`config.mk`:
```
export PLATFORM = sky130hd
export DESIGN_NAME = spi_target
export DESIGN_NICKNAME = d
export VERILOG_FILES = /design/src/rtl/spi_target.sv
export SDC_FILE = /design/constraint.sdc
export NUM_CORES = 1
export LEC_CHECK = 0
export ABC_AREA = 1
export ABC_CLOCK_PERIOD_IN_PS = 2450
export BUFFER_PORTS_ARGS = -buffer_cell sky130_fd_sc_hd__clkbuf_2
export CORE_ASPECT_RATIO = 0.8
export CORE_MARGIN = 2
export CORE_UTILIZATION = 30
export CTS_CLUSTER_SIZE = 24
export DETAILED_ROUTE_END_ITERATION = 10
export GPL_TIMING_DRIVEN = 1
export HOLD_SLACK_MARGIN = 0.02
export SLEW_MARGIN = 15
export SYNTH_ARGS = -nofsm -noshare
export SYNTH_HDL_FRONTEND = slang
export SYNTH_SLANG_ARGS = --single-unit
```
`constraint.sdc`:
```
create_clock -name clk -period 2.45 [get_ports clk]
set_input_delay 0.49 -clock clk [delete_from_list [all_inputs] [get_ports clk]]
set_output_delay 0.49 -clock clk [all_outputs]
set_load 0.1 [all_outputs]
```
`src/rtl/spi_target.sv`:
```
// SPI mode-0 target with pad oversampling, a one-word TX buffer and a one-word
// RX holding register for a register-bus front end.
module spi_target #(
  parameter int               WIDTH       = 8,
  parameter int               SYNC_STAGES = 2,
  parameter logic [WIDTH-1:0] TX_DEFAULT  = 8'hFF
) (
  input  logic             clk,
  input  logic             rst,
  input  logic             spi_sck,
  input  logic             spi_cs,
  input  logic             spi_mosi,
  output logic             spi_miso,
  output logic             spi_miso_oeb,
  input  logic [WIDTH-1:0] tx_data,
  input  logic             tx_write,
  output logic             tx_full,
  output logic [WIDTH-1:0] rx_data,
  output logic             rx_valid,
  input  logic             rx_ack,
  output logic             rx_overrun,
  output logic             tx_underrun,
  output logic             frame_abort,
  output logic             busy
);

  // state  | meaning
  // IDLE   | cs high, pad not driven, waiting for a synchronized cs fall
  // ACTIVE | frame in progress, shifting on synchronized sck edges
  typedef enum logic {IDLE, ACTIVE} state_t;

  localparam int CW = (WIDTH > 2) ? $clog2(WIDTH) : 1;
  localparam logic [CW-1:0] LAST_BIT = CW'(WIDTH - 1);

  logic [SYNC_STAGES-1:0] sck_sync;
  logic [SYNC_STAGES-1:0] cs_sync;
  logic [SYNC_STAGES-1:0] mosi_sync;
  logic                   sck_dly;
  logic                   cs_dly;

  always_ff @(posedge clk) begin
    if (!rst) begin
      sck_sync  <= '0;
      cs_sync   <= '1;
      mosi_sync <= '0;
      sck_dly   <= 1'b0;
      cs_dly    <= 1'b1;
    end else begin
      sck_sync  <= {sck_sync[SYNC_STAGES-2:0], spi_sck};
      cs_sync   <= {cs_sync[SYNC_STAGES-2:0], spi_cs};
      mosi_sync <= {mosi_sync[SYNC_STAGES-2:0], spi_mosi};
      sck_dly   <= sck_sync[SYNC_STAGES-1];
      cs_dly    <= cs_sync[SYNC_STAGES-1];
    end
  end

  logic sck_s, cs_s, mosi_s;
  logic sck_rise, sck_fall, cs_fall, cs_rise;

  assign sck_s    = sck_sync[SYNC_STAGES-1];
  assign cs_s     = cs_sync[SYNC_STAGES-1];
  assign mosi_s   = mosi_sync[SYNC_STAGES-1];
  assign sck_rise = sck_s & ~sck_dly;
  assign sck_fall = ~sck_s & sck_dly;
  assign cs_fall  = ~cs_s & cs_dly;
  assign cs_rise  = cs_s & ~cs_dly;

  state_t           state;
  logic [CW-1:0]    bit_cnt;
  logic [WIDTH-1:0] tx_shift;
  logic [WIDTH-1:0] rx_shift;
  logic [WIDTH-1:0] tx_buf;
  logic             reload;
  logic             started;
  logic             word_done;
  logic [WIDTH-1:0] load_word;

  // Word that a load would take right now: buffered data, or the idle pattern.
  assign load_word = tx_full ? tx_buf : TX_DEFAULT;

  always_ff @(posedge clk) begin
    if (!rst) begin
      state        <= IDLE;
      bit_cnt      <= '0;
      tx_shift     <= '0;
      rx_shift     <= '0;
      tx_buf       <= '0;
      tx_full      <= 1'b0;
      rx_data      <= '0;
      rx_valid     <= 1'b0;
      spi_miso     <= 1'b0;
      spi_miso_oeb <= 1'b1;
      rx_overrun   <= 1'b0;
      tx_underrun  <= 1'b0;
      frame_abort  <= 1'b0;
      busy         <= 1'b0;
      reload       <= 1'b0;
      started      <= 1'b0;
      word_done    <= 1'b0;
    end else begin
      rx_overrun  <= 1'b0;
      tx_underrun <= 1'b0;
      frame_abort <= 1'b0;
      word_done   <= 1'b0;

      // Completion beats a same-cycle ack, and an ack suppresses the overrun.
      if (word_done) begin
        rx_data  <= rx_shift;
        rx_valid <= 1'b1;
        if (rx_valid && !rx_ack) rx_overrun <= 1'b1;
      end else if (rx_ack) begin
        rx_valid <= 1'b0;
      end

      case (state)
        IDLE: begin
          spi_miso_oeb <= 1'b1;
          busy         <= 1'b0;
          if (cs_fall) begin
            state        <= ACTIVE;
            busy         <= 1'b1;
            spi_miso_oeb <= 1'b0;
            bit_cnt      <= '0;
            reload       <= 1'b0;
            started      <= 1'b0;
            tx_shift     <= load_word;
            spi_miso     <= load_word[WIDTH-1];
            if (tx_full) tx_full <= 1'b0;
            else         tx_underrun <= 1'b1;
          end
        end

        ACTIVE: begin
          if (cs_rise) begin
            state        <= IDLE;
            busy         <= 1'b0;
            spi_miso_oeb <= 1'b1;
            bit_cnt      <= '0;
            reload       <= 1'b0;
            if (bit_cnt != '0) frame_abort <= 1'b1;
          end else begin
            spi_miso_oeb <= 1'b0;
            if (sck_rise) begin
              rx_shift <= {rx_shift[WIDTH-2:0], mosi_s};
              started  <= 1'b1;
              if (bit_cnt == LAST_BIT) begin
                bit_cnt   <= '0;
                reload    <= 1'b1;
                word_done <= 1'b1;
              end else begin
                bit_cnt <= bit_cnt + 1'b1;
              end
            end else if (sck_fall && started) begin
              if (reload) begin
                reload   <= 1'b0;
                tx_shift <= load_word;
                spi_miso <= load_word[WIDTH-1];
                if (tx_full) tx_full <= 1'b0;
                else         tx_underrun <= 1'b1;
              end else begin
                tx_shift <= tx_shift << 1;
                spi_miso <= tx_shift[WIDTH-2];
              end
            end
          end
        end

        default: state <= IDLE;
      endcase

      // A write lands after any same-cycle load, so the load sees the old buffer.
      if (tx_write) begin
        tx_buf  <= tx_data;
        tx_full <= 1'b1;
      end
    end
  end

endmodule

```
==> results.yml <==
critical_path:
  criticalPathCategory: "register to output pin"
  critPathLaunch: "tx_full"
  critPathArrivalTime_ps: 1390
  slowest_stage: "dfxtp_1"
  reg2reg_to: "tx_shift[3]"
  crit_buf_inv: 1
  worstSetupEndpointType: "output pin"
  startpoint_type: "register"
  r2r_setup_slack_ps: 1170
  path_max_fanout: 11
  required_ps: 1960
  cpPeakStageDelay_ps: 550
  cp_top_family: "flip-flops"
  r2r-start: "state"
  path_cells: "clkbuf_2"
  worstRegToRegCells: 7
clocking:
  htreeDepth: 2
  cts_buffers: 5
  clockRootBuffer: "clkbuf_8"
  clkSlewWorstSetupHoldPaths_ps: 100
  cts_sinks: 54
  post_cts_resized: 0
  holdBufCountCts: 0
  post_cts_buffers: 0
  clk_latency_ps: 320
  cts_tree: "done"
  cts_buffer_depth: 2
sta:
  max-slew-margin-rel: 0.635
  clock.fmax_mhz: 531
  finalSetupViolations: 0
  finalHoldViolCount: 0
  min_period_ps: 1880
  rsz0062_at_grt: "false"
  worst_pin_slew_ps: 549
  fin_crit_sh: 0.768
  tns_ps: 0
  drv_slew: 0
  fin_worst_skew_ps: 12.7
floorplanning:
  dieArea_um2: 7730
  start_util: 0.308
  core_um2: 6860
  dieWidth_um: 97.8
  io_pins: 31
  die_y_um: 79.0
  rows: 27
yosys:
  synth_area_um2: 2110
  syn_nets: 300
  yosysTopAreaCell: "dfxtp_1"
  synth_area_per_cell_um2: 7.49
  ys_types: 25
  ys_warn_count: 0
  syn-instance-count: 282
  synth_seq_cells: 54
  synth_top_area_frac: 0.512
  netlist_top_cells_area: "dfxtp_1 51%, nor2_1 11%, nand2_1 10%"
  yosysSeqAreaShare: 0.512
global_route:
  grt_use_total: 0.110
  first_global_vias: 1598
  grt_pass1_wl_mm: 7.05
  grt_max_degree: 23
  grt_overflow_total: 0
  use_met2: 0.180
  grt-busiest-layer: "met2"
  grt_use_met3: 0.0335
  antenna_found_initial: 0
  use_met1: 0.141
run_status:
  outcome: "complete, no violations"
place:
  placed_area_um2: 2330
  place_congestion: 0.747
  port_buffers: 30
  dp_cells: 391
  post-dp-hpwl_mm: 2.90
flow_run:
  drv_cap: 0
pwr:
  power_density_nw_per_um2: 679
  peakVddDrop_v: 0.000225
  p_leak_uw: 0.00117
final_layout:
  utilization: 0.354
  final_nets: 329
  n_antenna_cell: 0
  layout.cells.non_filler: 399
  drive_gt1_frac: 0.186
  area_delta_synth_final_pct: 15.0
  design_area_um2: 2430
worst_hold_path:
  hold_class: "primary input to register"
  hp-start: "spi_mosi"
  whs_path_depth: 3
  hold_end: "mosi_sync[0]"
route:
  routedWlPerCell_um: 10.0
  vias: 1713
  viasPerCell: 4.29
  drt_iter0_drc: 99
  antenna_left: 0
  drc_errors: 0
  wl_mm: 4.00
  drt_pass1_iterations: 4
## power breakdown
part           internal (µW)  total [µW]  switching [µW]
registers                915         936            21.0
clock network            214         531             317
logic                   55.1         181             126
## layer usage
| metal | up-vias | wire length (µm) |
|---|---|---|
| met1 | 742 | 2080 |
| li1 | 940 | - |
| met5 | - | 0 |
| met4 | 0 | 33 |
| met2 | 25 | 1720 |
| met3 | 6 | 174 |
## cell families (layout without fill, tap and decap cells)
group	after synthesis	after routing	synth area share
AND/OR/NAND/NOR	138	138	0.275
flip-flops	54	54	0.512
AO/OA/AOI/OAI	45	45	0.114
buffers and inverters	42	72	0.0812
adder cells (fa/ha/maj)	3	3	0.0178
## cell type report
class	instances	area, µm²
Fill cell	733	4430
Sequential cell	54	1080
Multi-Input combinational cell	186	858
Timing Repair Buffer	31	158
Inverter	33	124
Tap cell	87	109
Clock buffer	5	68.8
Clock inverter	3	28.8
## per-stage QoR
stage	power (µW)	hold WS [ps]	setup WS [ps]
CTS	1670	349	564
detailed placement	1140	395	784
finish	1650	356	568
floorplan	1100	390	780
global route	1730	352	491
global placement	1140	397	839
## cells in the final DEF (no fill, tap or decap), drive strengths merged
master  Yosys  final
clkinv      1      2
ha          3      3
inv        32     34
nand4       1      1
nand2      62     62
nor2       63     63
nor3        2      2
o21ai      33     33
nand3       6      6
or2         2      2
a21oi      12     12
clkbuf      3     35
buf         6      1
nor4        2      2
dfxtp      54     54
## how the worst max path moves through the flow
stage	cells after the start	to	slack [ps]
2_1_floorplan	6	spi_miso	780
3_3_place_gp	3	cs_sync[0]	840
3_5_place_dp	3	cs_sync[0]	780
4_1_cts	1	tx_full	560
5_1_grt	1	tx_full	490
6_report	1	tx_full	570
## synthesized netlist by cell type
master and count:
clkinv_1 1, nand3_1 5, buf_6 1, nand2_1 57, nor2_1 62, ha_1 3, inv_2 5, nand4_1 1
o21ai_0 18, nand3_2 1, a21oi_1 11, buf_2 5, o21ai_1 12, nand2_4 2, or2_2 2, clkbuf_1 3
nor3_1 1, dfxtp_1 54, nor3_2 1, nand2_2 3, nor4_1 2, inv_1 27, nor2_4 1, o21ai_2 3
a21oi_2 1
## sequential cells by signal, summed over array words and instances, names as in the netlist
signal / flops
bit_cnt: 3
busy: 1
cs_dly: 1
cs_sync: 2
frame_abort: 1
mosi_sync: 2
reload: 1
rx_data: 8
rx_overrun: 1
rx_shift: 8
rx_valid: 1
sck_dly: 1
sck_sync: 2
spi_miso: 1
spi_miso_oeb: 1
started: 1
state: 1
tx_buf: 8
tx_full: 1
tx_shift: 7
tx_underrun: 1
word_done: 1
Power figures use the tool's default switching activity.
